==> src/rtl/gray_counter.sv <==
// Up/down binary counter with registered Gray-coded copy and a one-cycle terminal-count pulse.
// All outputs are registered one clock after the controls; gray_q is built from the next binary value.
module gray_counter #(
  parameter int unsigned WIDTH   = 4,
  parameter bit          WRAP    = 1'b1,
  parameter int unsigned RST_VAL = 0
) (
  input  logic             clk,
  input  logic             rst_n,
  input  logic             clr,
  input  logic             load,
  input  logic [WIDTH-1:0] load_val,
  input  logic             en,
  input  logic             up,
  output logic [WIDTH-1:0] bin_q,
  output logic [WIDTH-1:0] gray_q,
  output logic             tc
);

  localparam logic [WIDTH-1:0] RST_BIN  = RST_VAL[WIDTH-1:0];
  localparam logic [WIDTH-1:0] RST_GRAY = RST_BIN ^ (RST_BIN >> 1);
  localparam logic [WIDTH-1:0] MAX_VAL  = {WIDTH{1'b1}};
  localparam logic [WIDTH-1:0] ONE      = {{(WIDTH-1){1'b0}}, 1'b1};

  logic [WIDTH-1:0] bin_d;
  logic [WIDTH-1:0] gray_d;
  logic             tc_d;
  logic [WIDTH-1:0] bin_r_q;
  logic [WIDTH-1:0] gray_r_q;
  logic             tc_r_q;

  always_comb begin
    bin_d = bin_r_q;
    tc_d  = 1'b0;
    if (clr) begin
      bin_d = RST_BIN;
    end else if (load) begin
      bin_d = load_val;
    end else if (en) begin
      if (up) begin
        if (bin_r_q == MAX_VAL) begin
          tc_d = 1'b1;
          if (WRAP) bin_d = '0;
        end else begin
          bin_d = bin_r_q + ONE;
        end
      end else begin
        if (bin_r_q == '0) begin
          tc_d = 1'b1;
          if (WRAP) bin_d = MAX_VAL;
        end else begin
          bin_d = bin_r_q - ONE;
        end
      end
    end
    // Gray taken from the next binary so both registers agree in every cycle.
    gray_d = bin_d ^ (bin_d >> 1);
  end

  always_ff @(posedge clk or negedge rst_n) begin
    if (!rst_n) begin
      bin_r_q  <= RST_BIN;
      gray_r_q <= RST_GRAY;
      tc_r_q   <= 1'b0;
    end else begin
      bin_r_q  <= bin_d;
      gray_r_q <= gray_d;
      tc_r_q   <= tc_d;
    end
  end

  assign bin_q  = bin_r_q;
  assign gray_q = gray_r_q;
  assign tc     = tc_r_q;

endmodule
==> config.mk <==
export PLATFORM = sky130hd
export DESIGN_NAME = gray_counter
export DESIGN_NICKNAME = d
export VERILOG_FILES = /design/src/rtl/gray_counter.sv
export SDC_FILE = /design/constraint.sdc
export NUM_CORES = 1
export LEC_CHECK = 0
export CORE_AREA = 2 2 39 41
export DETAILED_ROUTE_END_ITERATION = 6
export DIE_AREA = 0 0 41 43
export PLACE_DENSITY = 0.72
export SLEW_MARGIN = 20
export SYNTH_ARGS = -nofsm -noshare
export SYNTH_HDL_FRONTEND = slang
export SYNTH_SLANG_ARGS = --single-unit
==> constraint.sdc <==
create_clock -name clk -period 2.39 [get_ports clk]
set_clock_uncertainty 0.15 [all_clocks]
set_input_delay 0.5975 -clock clk [delete_from_list [all_inputs] [get_ports clk]]
set_output_delay 0.5975 -clock clk [all_outputs]
set_load 0.02 [all_outputs]
After elaboration in Yosys (flattened, before gate mapping)
Cells that the tools add are included.
Cells by class
  shift operators: 0
  order comparisons: 0
  $add $sub $neg: 2
  muxes and demuxes: 12
  multipliers: 0
  equal/unequal tests: 1
  bitwise gates (word level): 1
  reductions and logical operators: 1
  divide/modulo/power cells: 0
Operators by type and width (count)
  4-bit 2-to-1 mux: 6
  1-bit 2-to-1 mux: 6
  4-bit by 1-bit adder with 4-bit output (second input constant): 1
  4-bit equality test (second input constant): 1
  4-bit logical NOT: 1
  4-bit by 1-bit subtractor with 4-bit output (second input constant): 1
  4-bit by 3-bit bitwise XOR with 4-bit output: 1
Storage, ports and cells
  output and inout bits: 9
  input bits: 10
  bits in latches: 0
  register bits after elaboration: 9
  memories: 0
  bits in read-only memories: 0
  word-level logic and storage cells: 20
  bits in writable memories: 0

Longest topological paths before layout
  depth in word-level cells: 7
  depth in mapped cells: 7
  gate-level depth less buffers: 7

Worst setup path before layout
OpenSTA, ideal clock, no wires.
  kind: register to register
  start point: register bin_r_q[0], in the netlist bin_q[0]
  end point: register gray_r_q[0], in the netlist gray_q[0]
  buffers on the path: 0
  clock period less this slack: 2.065 ns
  library setup time: 0.118 ns
  stages on the path, launching flop included: 8
  required time: 2.122 ns
  path slack: 0.325 ns
  arrival: 1.797 ns
  cell sequence: dfrtp_1 -> inv_1 -> ha_1 -> or4b_4 -> and3_4 -> o31ai_2 -> xor2_1 -> nor2_1
On the way
  word-level cells in the longest chain between the ends: 7
  elaborated cells on any way between the ends: 11
  those cells by class: 2 x add/sub; 1 x eq/ne; 6 x mux; 1 x bitwise; 1 x reduce/logical
Ends and longest elaborated chain
  from (decl): RTL line 28  | logic [WIDTH-1:0] bin_r_q;
  from (signal assigned): RTL line 66  | bin_r_q <= bin_d;
  4-bit by 1-bit subtractor with 4-bit output, or another cell as far along: RTL line 52  | bin_d = bin_r_q - ONE;
  4-bit 2-to-1 mux, on equally long branches: RTL line 48, 41
  4-bit 2-to-1 mux: RTL line 40  | if (up) begin
  4-bit 2-to-1 mux *: RTL line 39  | end else if (en) begin
  4-bit 2-to-1 mux *: RTL line 37  | end else if (load) begin
  4-bit 2-to-1 mux *: RTL line 35  | if (clr) begin
  4-bit by 3-bit bitwise XOR with 4-bit output *: RTL line 57  | gray_d = bin_d ^ (bin_d >> 1);
  via gray_d[0]: RTL line 26  | logic [WIDTH-1:0] gray_d;
  to (signal assigned): RTL line 67  | gray_r_q <= gray_d;
  to (decl): RTL line 29  | logic [WIDTH-1:0] gray_r_q;
The timed path passes the listed nets; every way through them passes the cells marked *.

Final worst setup path
  start point: input port up
  end point: register gray_r_q[0], in the netlist gray_q[0]
On the way
  word-level cells in the longest chain between the ends: 5
Ends and longest elaborated chain
  from (decl): RTL line 14  | input logic up,
  4-bit 2-to-1 mux: RTL line 40
  4-bit 2-to-1 mux: RTL line 39
  4-bit 2-to-1 mux: RTL line 37
  4-bit 2-to-1 mux: RTL line 35
  4-bit by 3-bit bitwise XOR with 4-bit output: RTL line 57
  via gray_d[0]: RTL line 26
The timed path passes the listed nets, and every way through them passes these cells.

==> results.toml <==
[yosys]
synth_top_family_by_area = "simple AND/OR/NAND/NOR gates"
ys_ff_latch = 8
avgSynthCellArea_um2 = 9.96
syn_nets = 62
yosys.area_share.adder_pct = 5.03
syn-cell-area_um2 = 498
yosys.cell_types.count = 24
synth_top_cells_by_count = "8 x dfrtp_1, 6 x nor2_1, 5 x xor2_1"
synth_ff_type = "dfrtp_1"
ys_async_sr_fraction_pct = 100
synth_top_area_share_pct = 40.2
synth-edff-count = 0
synth_compound_area_share_pct = 17.3
synthMuxAreaShare_pct = 6.28
synth-xor-area-share_pct = 8.79
yosys-top-cells-area = "dfrtp_1 40%, xor2_1 8.8%, ha_1 5.0%"
synthSimpleGateAreaFrac_pct = 17.8
yosysSeqAreaShare_pct = 40.2
synth_top_cell_by_area = "dfrtp_1"
synthCells = 50
synth.most_common_cell = "dfrtp_1"
yosysWarnings = 0

[global_route]
grt_pass1_vias = 454
antenna_found_initial = 0
grt_usage_pct = 16.1
grt_overflow = 0
grt_first_pass_wirelength_mm = 1.83
grt_max_degree = 9

[worst_setup_path]
path_max_fanout = 4
crit_type = "input port to flop"
worstPathArrival_ps = 2260
critPathLaunchType = "input port"
critPathCaptureType = "flop"
cp.required_ps = 2380
r2r_cells = 7

[clocking]
postCtsHoldBufs = 0
cts_resized = 0
cts_max_level = 1
clk_pin_slew_ps = 50
tritoncts = "yes"
cts.sinks = 8
cts_buffers = 3
clkLatencyLatePin_ps = 260
cts_buffer_depth = 2
root_buffer = "clkbuf_4"
postCtsSetupRepairBufs = 0

[sta]
period_share_pct = 94.8
tns_ps = 0
rsz0062_at_grt = "no"
relSlewSlack_pct = 75.7
hold_viol = 0
tightest_slew_ps = 364
fmax_ghz = 0.441
slew_violations = 0
period_minus_slack_ps = 2270
setup_viol = 0
hold_slack_ps = 454

[job]
maxCapViolations = 0

[cells_and_area]
instances_no_fill = 90
final_cell_area_um2 = 743
antenna_cells = 0
nFillCells = 137
area_growth_pct = 49.2
drive_gt1_share_pct = 17.6
nets = 88

[worst_hold_path]
hold_path_class = "input port to async pin"

[drt]
drtPass1Iterations = 4
dr.first_iter.drc_count = 7
wirelength_mm = 1.15
via_per_inst = 5.07
wire_per_inst_um = 12.8
drc_errors = 0
vias = 456
antenna_left = 0

[placed_design]
io_buffers = 18
place_inst = 87
place_congestion = 0.736
hpwl_um = 885
post_dp_cell_area_um2 = 721

[floorplan]
die_x_um = 41
initial_core_util_pct = 36.0
fp.dieArea_um2 = 1760
die_height_um = 43
core_um2 = 1380
pin_count = 19
row_count = 14

[run_status]
status = "finished, final reports clean"

[pwr]
p_per_area_nw_per_um2 = 543
ir_drop_mv = 0.411
p_leak_nw = 0.336
[layer usage]
| metal | track usage, % | vias to the layer above | wire length, um |
|---|---|---|---|
| met5 | 0 | - | 0 |
| met4 | 10.0 | 0 | 35 |
| met3 | 6.28 | 4 | 83 |
| li1 | - | 223 | - |
| met2 | 23.1 | 18 | 533 |
| met1 | 19.1 | 211 | 498 |
[state kept, by name (all words and copies together), names as in the netlist]
signal and count:
bin_q 4, gray_q 3, tc 1
[report_power, final]
part | total, W | switching (W) | leakage [nW] | internal (W)
Clock | 0.000106 | 0.0000482 | 0.0138 | 0.0000576
Sequential | 0.000162 | 0.0000120 | 0.103 | 0.000150
Combinational | 0.000136 | 0.0000656 | 0.219 | 0.0000707
Total | 0.000404 | 0.000126 | 0.336 | 0.000278
[stage by stage]
| stage | util (%) | total power [W] | worst slack (ps) |
|---|---|---|---|
| 2_1_floorplan | - | 0.000234 | 325 |
| 3_3_place_gp | 52.1 | 0.000299 | -76.1 |
| 3_5_place_dp | 52.1 | 0.000301 | -122 |
| 4_1_cts | 53.7 | 0.000408 | 137 |
| 5_1_grt | 53.7 | 0.000425 | 55.2 |
| 6_report | 53.7 | 0.000404 | 123 |
[worst max-delay path, cell delays in order]
cell	delay, ps
clkdlybuf4s50_1	470
or4b_4	520
and3_4	200
o31ai_2	240
xor2_1	180
nor2_1	50
[cells in the final DEF, fill, tap and decap left out, types with 2 or more instances in the layout]
master           netlist  final
xor2_1                 5      5
inv_1                  4      4
buf_4                  1      4
dfrtp_1                8      8
ha_1                   2      2
nor2_1                 6      6
mux2i_1                2      2
a21oi_1                3      3
clkbuf_4               0      3
o21ai_0                2      2
clkdlybuf4s50_1        0     18
nand2_1                3      3
[logic make-up (layout without fill, tap and decap cells)]
family,count (synthesis),in the layout
simple gates,16,16
compound gates,11,11
flops,8,8
xor+xnor,5,5
buf+inv,5,29
mux,3,3
fa+ha+maj,2,2
[layout make-up]
| class | instances | area, um2 | area share, % |
|---|---|---|---|
| clock buffer | 3 | 22.5 | 3.03 |
| inverter | 4 | 15.0 | 2.02 |
| multi-input combinational | 37 | 275 | 37.0 |
| sequential | 8 | 200 | 26.9 |
| tap | 16 | 20.0 | 2.69 |
| timing repair buffer | 22 | 210 | 28.3 |
[final timing paths]
check / start / endpoint / slack, ps
hold / removal: rst_n / tc / 450
max in group asynchronous: rst_n / bin_q[0] / 1380
hold reg to reg: bin_q[3] / tc / 580
min in group clk: bin_q[3] / tc / 580
setup / recovery: up / gray_q[0] / 120
setup reg to reg: bin_q[1] / gray_q[0] / 220
Note: power is estimated with default switching activity, not from simulation.
